$ cat src/rtl/ksa_shuffler_if.sv
// ksa_shuffler_if: bundles the start/finish control, the secret key and the
// single-port S-RAM bus of the RC4 key-scheduling stage.
// master = the shuffler (drives the RAM bus), slave = controller / S-RAM side.
interface ksa_shuffler_if #(
    parameter int RAM_WIDTH = 8,
    parameter int KEY_BYTES = 3
);
    logic                   start;
    logic [8*KEY_BYTES-1:0] secret_key;
    logic [RAM_WIDTH-1:0]   ram_q;
    logic [RAM_WIDTH-1:0]   address;
    logic [RAM_WIDTH-1:0]   ram_in;
    logic                   write_enable;
    logic                   busy;
    logic                   finished;

    modport master (
        input  start, secret_key, ram_q,
        output address, ram_in, write_enable, busy, finished
    );

    modport slave (
        output start, secret_key, ram_q,
        input  address, ram_in, write_enable, busy, finished
    );
endinterface

$ cat src/rtl/ksa_shuffler.sv
// ksa_shuffler: RC4 key-scheduling stage. Assumes the S-RAM already holds
// S[i]=i; for i=0..255 computes j += S[i] + key[i mod KEY_BYTES] and swaps
// S[i]/S[j] through a single-port RAM with two-cycle read latency.
// Optional feature: define KSA_SAME_INDEX_SKIP_EN to skip the read/swap of
// S[j] whenever the new j equals i (4-cycle iteration instead of 9).
//
// Control handshake: a rising edge of start (start & ~start_d) is accepted
// only in IDLE; busy is high from the first READ_I through NEXT of the last
// index; finished pulses for exactly one cycle in DONE. There is no
// back-pressure: the RAM must accept one access per cycle.
module ksa_shuffler #(
    parameter int RAM_WIDTH = 8,
    parameter int KEY_BYTES = 3
) (
    input  logic              clk,
    input  logic              reset,
    ksa_shuffler_if.master    bus,
    output logic [3:0]        dbg_state
);

    localparam int KW = (KEY_BYTES > 1) ? $clog2(KEY_BYTES) : 1;

    typedef enum logic [3:0] {
        IDLE    = 4'd0,
        READ_I  = 4'd1,
        WAIT_I  = 4'd2,
        LATCH_I = 4'd3,
        READ_J  = 4'd4,
        WAIT_J  = 4'd5,
        LATCH_J = 4'd6,
        WRITE_I = 4'd7,
        WRITE_J = 4'd8,
        NEXT    = 4'd9,
        DONE    = 4'd10
    } state_t;

    state_t               state_q, state_d;
    logic [RAM_WIDTH-1:0] i_q, i_d;
    logic [RAM_WIDTH-1:0] j_q, j_d;
    logic [RAM_WIDTH-1:0] si_q, si_d;
    logic [RAM_WIDTH-1:0] sj_q, sj_d;
    logic [KW-1:0]        kidx_q, kidx_d;
    logic                 start_d;
    logic                 start_rise;
    logic [7:0]           key_byte;
    logic [RAM_WIDTH-1:0] j_sum;

    // Next values of the registered RAM-bus and status outputs.
    logic [RAM_WIDTH-1:0] addr_d;
    logic [RAM_WIDTH-1:0] din_d;
    logic                 we_d;
    logic                 busy_d;
    logic                 fin_d;

    assign start_rise = bus.start & ~start_d;
    assign dbg_state  = state_q;

    // Select the current key byte; byte 0 is the most significant byte.
    always_comb begin
        key_byte = 8'd0;
        for (int k = 0; k < KEY_BYTES; k++) begin
            if (kidx_q == KW'(k)) begin
                key_byte = bus.secret_key[8*(KEY_BYTES-1-k) +: 8];
            end
        end
    end

    // New j as it would be latched in LATCH_I (wraps mod 2^RAM_WIDTH).
    assign j_sum = j_q + bus.ram_q + RAM_WIDTH'(key_byte);

    // Next-state logic plus the outputs for the state being entered, so the
    // registered outputs line up with the state register.
    always_comb begin
        state_d = state_q;
        i_d     = i_q;
        j_d     = j_q;
        si_d    = si_q;
        sj_d    = sj_q;
        kidx_d  = kidx_q;

        case (state_q)
            IDLE: begin
                if (start_rise) begin
                    state_d = READ_I;
                end
            end
            READ_I:  state_d = WAIT_I;
            WAIT_I:  state_d = LATCH_I;
            LATCH_I: begin
                si_d = bus.ram_q;
                j_d  = j_sum;
`ifdef KSA_SAME_INDEX_SKIP_EN
                // Swapping S[i] with itself is a no-op, so skip it entirely.
                state_d = (j_sum == i_q) ? NEXT : READ_J;
`else
                state_d = READ_J;
`endif
            end
            READ_J:  state_d = WAIT_J;
            WAIT_J:  state_d = LATCH_J;
            LATCH_J: begin
                sj_d    = bus.ram_q;
                state_d = WRITE_I;
            end
            WRITE_I: state_d = WRITE_J;
            WRITE_J: state_d = NEXT;
            NEXT: begin
                if (i_q == '1) begin
                    state_d = DONE;
                end else begin
                    i_d     = i_q + 1'b1;
                    kidx_d  = (kidx_q == KW'(KEY_BYTES-1)) ? '0 : kidx_q + 1'b1;
                    state_d = READ_I;
                end
            end
            DONE: begin
                i_d     = '0;
                j_d     = '0;
                kidx_d  = '0;
                state_d = IDLE;
            end
            default: state_d = IDLE;
        endcase

        addr_d = '0;
        din_d  = '0;
        we_d   = 1'b0;
        busy_d = 1'b0;
        fin_d  = 1'b0;

        case (state_d)
            READ_I, WAIT_I, LATCH_I, NEXT: begin
                addr_d = i_d;
                busy_d = 1'b1;
            end
            READ_J, WAIT_J, LATCH_J: begin
                addr_d = j_d;
                busy_d = 1'b1;
            end
            WRITE_I: begin
                addr_d = i_d;
                din_d  = sj_d;
                we_d   = 1'b1;
                busy_d = 1'b1;
            end
            WRITE_J: begin
                addr_d = j_d;
                din_d  = si_d;
                we_d   = 1'b1;
                busy_d = 1'b1;
            end
            DONE: begin
                fin_d = 1'b1;
            end
            default: ;
        endcase
    end

    // State, datapath registers and registered outputs.
    always_ff @(posedge clk) begin
        if (reset) begin
            state_q          <= IDLE;
            i_q              <= '0;
            j_q              <= '0;
            si_q             <= '0;
            sj_q             <= '0;
            kidx_q           <= '0;
            start_d          <= 1'b0;
            bus.address      <= '0;
            bus.ram_in       <= '0;
            bus.write_enable <= 1'b0;
            bus.busy         <= 1'b0;
            bus.finished     <= 1'b0;
        end else begin
            state_q          <= state_d;
            i_q              <= i_d;
            j_q              <= j_d;
            si_q             <= si_d;
            sj_q             <= sj_d;
            kidx_q           <= kidx_d;
            start_d          <= bus.start;
            bus.address      <= addr_d;
            bus.ram_in       <= din_d;
            bus.write_enable <= we_d;
            bus.busy         <= busy_d;
            bus.finished     <= fin_d;
        end
    end

endmodule

$ cat src/flat_wrapper.sv
// flat-port wrapper written by rule: the top's interface ports become plain ports
module ksa_shuffler_flat 
#(
    parameter int RAM_WIDTH = 8,
    parameter int KEY_BYTES = 3
)
  (clk, reset, dbg_state, bus_start, bus_secret_key, bus_ram_q, bus_address, bus_ram_in, bus_write_enable, bus_busy, bus_finished);
  ksa_shuffler_if #(.RAM_WIDTH(RAM_WIDTH), .KEY_BYTES(KEY_BYTES)) bus_i ();
  input  logic clk;
  input  logic reset;
  output logic [3:0] dbg_state;
  input wire logic [$bits(bus_i.start)-1:0] bus_start;
  input wire logic [$bits(bus_i.secret_key)-1:0] bus_secret_key;
  input wire logic [$bits(bus_i.ram_q)-1:0] bus_ram_q;
  output wire logic [$bits(bus_i.address)-1:0] bus_address;
  output wire logic [$bits(bus_i.ram_in)-1:0] bus_ram_in;
  output wire logic [$bits(bus_i.write_enable)-1:0] bus_write_enable;
  output wire logic [$bits(bus_i.busy)-1:0] bus_busy;
  output wire logic [$bits(bus_i.finished)-1:0] bus_finished;
  assign bus_i.start = bus_start;
  assign bus_i.secret_key = bus_secret_key;
  assign bus_i.ram_q = bus_ram_q;
  assign bus_address = bus_i.address;
  assign bus_ram_in = bus_i.ram_in;
  assign bus_write_enable = bus_i.write_enable;
  assign bus_busy = bus_i.busy;
  assign bus_finished = bus_i.finished;
  ksa_shuffler #(.RAM_WIDTH(RAM_WIDTH), .KEY_BYTES(KEY_BYTES)) u_core (.clk(clk), .reset(reset), .bus(bus_i), .dbg_state(dbg_state));
endmodule
$ cat config.mk
export PLATFORM = sky130hd
export DESIGN_NAME = ksa_shuffler_flat
export DESIGN_NICKNAME = d
export VERILOG_FILES = /design/src/rtl/ksa_shuffler_if.sv /design/src/rtl/ksa_shuffler.sv /design/src/flat_wrapper.sv
export SDC_FILE = /design/constraint.sdc
export NUM_CORES = 1
export LEC_CHECK = 0
export ABC_CLOCK_PERIOD_IN_PS = 4650
export CAP_MARGIN = 30
export CORE_UTILIZATION = 45
export DETAILED_ROUTE_END_ITERATION = 7
export PLACE_DENSITY = 0.8
export SLEW_MARGIN = 20
export SYNTH_ARGS = -nofsm -noshare
export SYNTH_HDL_FRONTEND = slang
export SYNTH_SLANG_ARGS = --single-unit
$ cat constraint.sdc
create_clock -name clk -period 4.65 [get_ports clk]
set_input_delay 1.1625 -clock clk [delete_from_list [all_inputs] [get_ports clk]]
set_output_delay 1.1625 -clock clk [all_outputs]
set_load 0.02 [all_outputs]
==> impl_metrics.toml <==
[logic_synthesis]
seq_area_frac_synth_pct = 39.0
syn_area_per_cell_um2 = 8.56
syn_nets = 398
synthArstFlopShare_pct = 0
ys_ff_latch = 58
synth-edff-count = 0
syn-instance-count = 348
yosys_warnings = 0
yosysUniqueCellTypes = 51
syn_area_um2 = 2980
ys.flop_type = "dfxtp_1"

[place]
hpwl_mm = 5.07
post-place-ws_ps = 430
placed_area_um2 = 3590
gp_congestion = 0.859
port_buffers = 57

[clock_tree]
cts_resized = 0
clkSinkCount = 58
clk_pin_slew_ps = 70
cts-root-buf = "clkbuf_8"
cts_setup_buffers = 0
clock_latency_ps = 340
h-tree-depth = 3
cts_made_buffers = 9
cts_tree = "yes"
cts_hold_buf = 0
clockBufferDepth = 2

[drt]
via_count = 2582
first_iter_violations = 121
first_pass_iters = 4
drt-wirelength-per-cell_um = 13.8
vias_per_cell = 5.30
wl_mm = 6.72
final_antenna_net_count = 0
drc = 0

[setup_path]
critPathKind = "in -> reg"
startpoint_type = "input port"
rr_worst_depth = 13
arrival_ps = 4160
cp_max_fo = 3
crit_required_ps = 4910
critical_path.endpoint_type = "flip-flop"

[floorplanning]
die_x_um = 83.4
rows = 29
initial_core_util_pct = 46.6
ios = 58
coreArea_um2 = 6390
die_area_um2 = 6950
die_h_um = 83.4

[global_route]
grt_pass1_wl_mm = 11.4
grt_max_degree = 30
grt_pass1_vias = 2486
antenna_found_initial = 0
track_usage_pct = 20.8
overflow = 0

[timing]
slew_violations = 0
rsz0062_at_grt = "no"
worstMarginPinSlew_ps = 677
slew_headroom_pct = 54.5
finalHoldViolations = 0
fmax_mhz = 257
finalSetupTns_ps = 0
fin_skew_ps = 9.40
finalSetupViolations = 0
setup_slack_ps = 758
holdWs_ps = 462
finalCritPeriodShare_pct = 83.7
fin_crit_ps = 3890

[min_path]
min_path_cells = 2
hold_path.class = "reg -> reg"

[pwr]
clkPwrFrac_pct = 43.1
p_leak_nw = 1.50
p_sw_share_pct = 25.4
power_density_nw_per_um2 = 312
switchingPower_w = 0.000302
combPwrFrac_pct = 13.9
pwr-share-seq_pct = 43.1
vdd_drop_max_uv = 186
power_w = 0.00119
p_int_w = 0.000887

[cells_and_area]
nNetsFinal = 455
seq_area_um2 = 1160
fillers = 567
syn_to_final_growth_pct = 28.0
multi_input_area_um2 = 1630
drive_gt1_share_pct = 6.83
n_antenna_cell = 0
fin_area_um2 = 3810

[outcome]
status = "finished clean"

[run]
drv_cap = 0
==> kinds of logic after synthesis <==
group / share of synthesized area (%)
mux: 4.70
simple gates: 22.8
xor+xnor: 1.76
buf+inv: 6.22
compound gates: 17.2
fa+ha+maj: 8.32
flops: 39.0
==> cell type report <==
class                   count  share of cell area, %
multi-input cells         246                   42.8
flip-flops and latches     58                   30.4
repair buffers             60                   15.6
clock buffers               9                   3.25
inverters                  30                   2.95
well taps                  77                   2.53
clock inverters             7                   2.46
==> critical path, cell delays in order <==
cell and delay (ps):
clkdlybuf4s50_1 460, mux2i_1 60, nor2_1 110, a21oi_1 60
fa_1 490, inv_1 40, ha_1 200, inv_1 70
fa_1 200, nor2b_1 70, o2111a_1 260, or4_1 510
mux2i_1 240, a211oi_2 80, o22ai_1 140
==> metal layers <==
| metal | up-vias | global-route usage [%] | share of wire [%] |
|---|---|---|---|
| li1 | 1304 | - | - |
| met1 | 1219 | 24.3 | 44 |
| met2 | 43 | 35.1 | 50 |
| met3 | 16 | 5.77 | 3.5 |
| met4 | 0 | 9.87 | 2.4 |
| met5 | - | 0 | 0 |
==> power by group through the flow <==
stage	sequential (W)	combinational, W	clock (W)
2_1_floorplan	0.000523	0.000106	0
5_1_grt	0.000513	0.000183	0.000542
3_5_place_dp	0.000523	0.000165	0
4_1_cts	0.000512	0.000165	0.000518
3_3_place_gp	0.000523	0.000160	0
6_report	0.000512	0.000165	0.000512
==> state kept, by name (all words and copies together) (netlist names) <==
signal	flops
u_core.j_q	8
u_core.sj_q	8
u_core.dbg_state	4
u_core.bus.address	8
u_core.si_q	8
u_core.kidx_q	2
u_core.i_q	8
u_core.bus.ram_in	8
u_core.bus.finished	1
u_core.bus.write_enable	1
u_core.bus.busy	1
u_core.start_d	1
==> Yosys cell counts (4+ instances only) <==
cell type   n  share of area, %
a21oi_1    35               5.9
a22o_1      9               2.6
and2_1      6               1.3
and3_1      6               1.3
buf_1       4              0.50
buf_2       4              0.67
dfxtp_1    58                39
fa_1        8               5.4
ha_1        7               2.9
inv_1      30               3.8
mux2i_1    14               4.7
nand2_1    52               6.6
nand3_1     7               1.2
nand3b_1    5               1.3
nor2_1     29               3.7
nor2b_1     6               1.3
nor3_1      7               1.2
o21ai_0     5              0.84
o2bb2ai_1   4               1.2
xnor2_1     4               1.2
==> stage by stage <==
step	util [%]	std cells
floorplan	-	348
global placement	56.2	470
detailed placement	56.2	470
CTS	59.6	486
global route	59.7	487
finish	59.7	487
==> worst paths after layout <==
path	startpoint	slack, ps	to
worst min register to register	u_core.sj_q[4]	460	u_core.sj_q[4]
worst max-delay path	bus_secret_key[17]	760	u_core.bus.address[7]
worst max register to register	u_core.kidx_q[1]	1100	u_core.bus.address[7]
worst min-delay path	u_core.sj_q[4]	460	u_core.sj_q[4]
==> cells in the final DEF (no fill, tap or decap), types with 4 or more instances in the layout <==
master,synthesis,routed
fa_1,8,8
mux2i_1,14,14
a21oi_1,35,35
dfxtp_1,58,58
a22o_1,9,9
nor3_1,7,7
clkbuf_8,0,9
and3_1,6,6
nor2_1,29,29
ha_1,7,7
nand3_1,7,7
nand2_1,52,52
nand3b_1,5,5
and2_1,6,6
o21ai_0,5,5
xnor2_1,4,4
inv_1,30,30
clkdlybuf4s50_1,0,57
nor2b_1,6,6
o2bb2ai_1,4,4
Power figures use the tool's default switching activity.
